File: src/rtl/counter_scoreboard.sv
// Scoreboard for threebitcounter: mirrors ld/inc/data_in through a reference counter and checks data_out.
// Optional macro ERROR_CHECK_EN additionally checks the DUT error output against a registered (ld & inc).
module counter_scoreboard #(
  parameter int WIDTH    = 3,
  parameter int CNT_W    = 8,
  parameter int MAX_ERRS = 4
) (
  input  logic             clk,
  input  logic             rst,
  input  logic             ld,
  input  logic             inc,
  input  logic [WIDTH-1:0] data_in,
  input  logic [WIDTH-1:0] data_out,
  input  logic             dut_error,
  output logic [WIDTH-1:0] exp_out,
  output logic             mismatch,
  output logic [CNT_W-1:0] err_count,
  output logic [CNT_W-1:0] chk_count,
  output logic             fail
);

  typedef enum logic [1:0] {
    IDLE  = 2'd0,
    CHECK = 2'd1,
    FAIL  = 2'd2
  } state_t;

  state_t           state_reg;
  logic [WIDTH-1:0] exp_reg;
  logic             mismatch_reg;
  logic [CNT_W-1:0] err_count_reg;
  logic [CNT_W-1:0] chk_count_reg;
  logic             fail_reg;

  logic             data_miss;
  logic             err_miss;
  logic             miss;
  logic [CNT_W-1:0] err_count_next;
  logic [CNT_W-1:0] chk_count_next;
  logic             reach_limit;

`ifdef ERROR_CHECK_EN
  logic exp_err_reg;

  always_ff @(posedge clk or posedge rst) begin
    if (rst) begin
      exp_err_reg <= 1'b0;
    end else begin
      exp_err_reg <= ld & inc;
    end
  end

  // Case inequality so an X/Z error output is treated as wrong
  assign err_miss = (dut_error !== exp_err_reg);
`else
  logic unused_dut_error;
  assign unused_dut_error = dut_error;
  assign err_miss         = 1'b0;
`endif

  always_comb begin
    data_miss = (data_out !== exp_reg);
    miss      = data_miss | err_miss;

    err_count_next = err_count_reg;
    if (miss && (err_count_reg != {CNT_W{1'b1}})) begin
      err_count_next = err_count_reg + CNT_W'(1);
    end

    chk_count_next = chk_count_reg;
    if (chk_count_reg != {CNT_W{1'b1}}) begin
      chk_count_next = chk_count_reg + CNT_W'(1);
    end

    // A saturated tally below MAX_ERRS can never reach it, so fail stays low
    reach_limit = (int'(err_count_next) >= MAX_ERRS);
  end

  always_ff @(posedge clk or posedge rst) begin
    if (rst) begin
      state_reg     <= IDLE;
      exp_reg       <= '0;
      mismatch_reg  <= 1'b0;
      err_count_reg <= '0;
      chk_count_reg <= '0;
      fail_reg      <= 1'b0;
    end else begin
      if (ld) begin
        exp_reg <= data_in;
      end else if (inc) begin
        exp_reg <= exp_reg + WIDTH'(1);
      end

      mismatch_reg <= 1'b0;

      case (state_reg)
        IDLE: begin
          state_reg <= CHECK;
        end
        CHECK: begin
          chk_count_reg <= chk_count_next;
          err_count_reg <= err_count_next;
          mismatch_reg  <= miss;
          if (reach_limit) begin
            fail_reg  <= 1'b1;
            state_reg <= FAIL;
          end
        end
        FAIL: begin
          state_reg <= FAIL;
        end
        default: begin
          state_reg <= IDLE;
        end
      endcase
    end
  end

  assign exp_out   = exp_reg;
  assign mismatch  = mismatch_reg;
  assign err_count = err_count_reg;
  assign chk_count = chk_count_reg;
  assign fail      = fail_reg;

endmodule

File: config.mk
export PLATFORM = sky130hd
export DESIGN_NAME = counter_scoreboard
export DESIGN_NICKNAME = d
export VERILOG_FILES = /design/src/rtl/counter_scoreboard.sv
export SDC_FILE = /design/constraint.sdc
export NUM_CORES = 1
export LEC_CHECK = 0
export BUFFER_PORTS_ARGS = -buffer_cell sky130_fd_sc_hd__buf_2
export CELL_PAD_IN_SITES_DETAIL_PLACEMENT = 0
export CELL_PAD_IN_SITES_GLOBAL_PLACEMENT = 1
export CORE_MARGIN = 8
export CORE_UTILIZATION = 39
export CTS_CLUSTER_DIAMETER = 30
export DETAILED_ROUTE_END_ITERATION = 10
export GPL_TIMING_DRIVEN = 0
export PLACE_DENSITY = 0.77
export REMOVE_ABC_BUFFERS = 1
export SYNTH_ARGS = -nofsm -noshare
export SYNTH_HDL_FRONTEND = slang
export SYNTH_SLANG_ARGS = --single-unit
export TNS_END_PERCENT = 1
File: constraint.sdc
create_clock -name clk -period 2.8 [get_ports clk]
set_clock_uncertainty 0.15 [all_clocks]
set_input_delay 0.28 -clock clk [delete_from_list [all_inputs] [get_ports clk]]
set_output_delay 0.28 -clock clk [all_outputs]
set_load 0.02 [all_outputs]
==> out/metrics.cfg <==
[clock_tree]
clk_latency_ps=310
clkSinkCount=23
postCtsSetupBuffers=0
tritoncts=yes
cts_buffer_depth=2
hold_buffers=0
clk_pin_slew_ps=130
cts_resized=0
cts_buffers=3
h-tree-depth=1
root_buffer=clkbuf_4

[detailed_routing]
vias=889
wl_mm=2.367
postRouteAntennaNets=0
drc_errors=0
dr.first_iter.drc_count=42
dr.pass1.iters=4
wl_per_cell_microns=13.45
post_drt_via_cell_ratio=5.051

[die]
die_h_microns=71.03
io_pins=32
die_w_microns=71.03
start_util_pct=39.66
rows=20
die-area_sq_mm=0.005045
core-area_sq_mm=0.002978

[place]
hpwlAfterDp_mm=1.796
place_area_sq_mm=0.001368
port_buffers=30
dp_slack_ps=462.3
dp.cells=172
gp_congestion=0.7925

[yosys]
synth_common_cells=dfrtp_1 (23), xnor2_1 (13), nand2_1 (12)
synth.mux.area_fraction_pct=4.661
synth_xor_area_share_pct=13.35
yosys_most_used_dff=dfrtp_1
yosysMostFrequentCell=dfrtp_1
synth_area_leaders=dfrtp_1 (49%), xnor2_1 (9.6%), ha_1 (5.3%)
mappedNetlistArea_sq_mm=0.001181
yosys_warnings=0
synthAdderAreaFrac_pct=5.297
seq_area_frac_synth_pct=48.73
synth_area_leader_cell=dfrtp_1
synth_area_per_cell_sq_um=10.74
ys_ff_latch=23
synthCells=110
synthArstFlopShare_pct=100.0
synth_simple_gate_area_share_pct=18.01
synthDistinctLibCells=31
synth_edf_count=0
synth-compound-area-share_pct=7.945
synth_top_family_by_area=simple AND/OR/NAND/NOR gates
synth_top_cell_area_share_pct=48.73

[power]
p_comb_share_pct=43.7
intPower_mw=0.7169
vdd_drop_max_mv=0.4908
clkPwrFrac_pct=12.4
power_switching_share_pct=43.03
p_total_mw=1.258
p_switching_mw=0.5414
power_density_mw_per_mm2=901.9
p_leak_nw=0.6735
pwr-share-seq_pct=43.9

[worst_setup_path]
crit_type=reg -> reg
critPathRequiredTime_ps=2860
critical_path_arrival_ps=2440
critPathMaxFanout=5
worstSetupEndpointType=flop
startpoint_type=flop

[grt]
grt_pass1_wl_mm=3.939
grt_antenna_before_repair=0
grt_pass1_vias=905
track_usage_pct=9.577
gr-total-overflow=0
grt_start_max_net_pins=24

[cells_and_area]
syn2layout_area_growth_pct=18.11
final_util_pct=46.85
fin_nets=160
fin_area_sq_mm=0.001395
instances_no_fill=176
antenna_cells=0
final_layout_size_suffix_gt1_share_pct=27.27

[timing]
finalHoldViolCount=23
period_needed_ps=2380
tightest_slew_ps=867.3
max_freq_mhz=420.2
finalCritPeriodShare_pct=84.99
setup_ws_ps=420.2
relSlewSlack_pct=42.12
final_max_slew_viol_count=0
hold-worst-slack_ps=-26.18
rsz0062_at_grt=no
finalSetupViolCount=0
tns_ps=0

[flow_run]
maxCapViolCount=0

[outcome]
status=complete, but fails checks
violations=hold timing

[worst_hold_path]
hp-class=in -> async

worst max-delay path, stage by stage, from the launching register on:
cell and delay [ps]:
dfrtp_1 410, ha_1 260, and3_4 230, and3_4 200, and4_1 190, nor2_1 60
nor4_2 400, mux2_1 360
layout make-up:
| type | instances | area, sq um |
|---|---|---|
| Fill cell | 295 | 1583 |
| Clock inverter | 1 | 5.005 |
| Sequential cell | 23 | 575.6 |
| Clock buffer | 3 | 22.52 |
| Inverter | 5 | 18.77 |
| Multi-Input combinational cell | 81 | 581.8 |
| Timing Repair Buffer | 30 | 150.1 |
| Tap cell | 33 | 41.29 |
per-layer routing:
layer | up-vias | wire length [microns] | global-route usage (%)
met5 | - | 0 | 0
met4 | 0 | 21 | 4.850
met3 | 2 | 128 | 3.249
met2 | 24 | 1031 | 14.83
met1 | 415 | 1186 | 11.49
li1 | 448 | - | -
cell families after synthesis:
| family | Yosys count |
|---|---|
| fa+ha+maj | 5 |
| xor+xnor | 18 |
| buf+inv | 6 |
| simple gates | 38 |
| compound gates | 15 |
| flops | 23 |
| mux | 5 |
layout by cell type (no fill, tap or decap), drive strengths merged, types with 4 or more instances in the layout:
cell type,n
dfrtp,23
o21ai,4
inv,5
nand2,12
nand3,6
mux2,4
ha,5
and3,5
xnor2,13
a31oi,4
buf,30
xor2,5
power groups by stage:
stage	clock network [mW]	registers [mW]	logic, mW
global route	0.177	0.571	0.612
global placement	0	0.553	0.544
floorplan	0	0.651	0.287
CTS	0.165	0.551	0.561
detailed placement	0	0.557	0.559
finish	0.156	0.552	0.550
worst paths after layout:
path	slack [ps]	cells past startpoint	from	to
min reg2reg	340	1	fail	fail
max in group asynchronous	1990	2	rst	mismatch
max	420	7	err_count[0]	state_reg[0]
min in group clk	10	3	data_in[0]	exp_out[0]
min	-30	2	rst	exp_out[2]
max reg2reg	420	7	err_count[0]	state_reg[0]
Note: power is estimated with default switching activity, not from simulation.
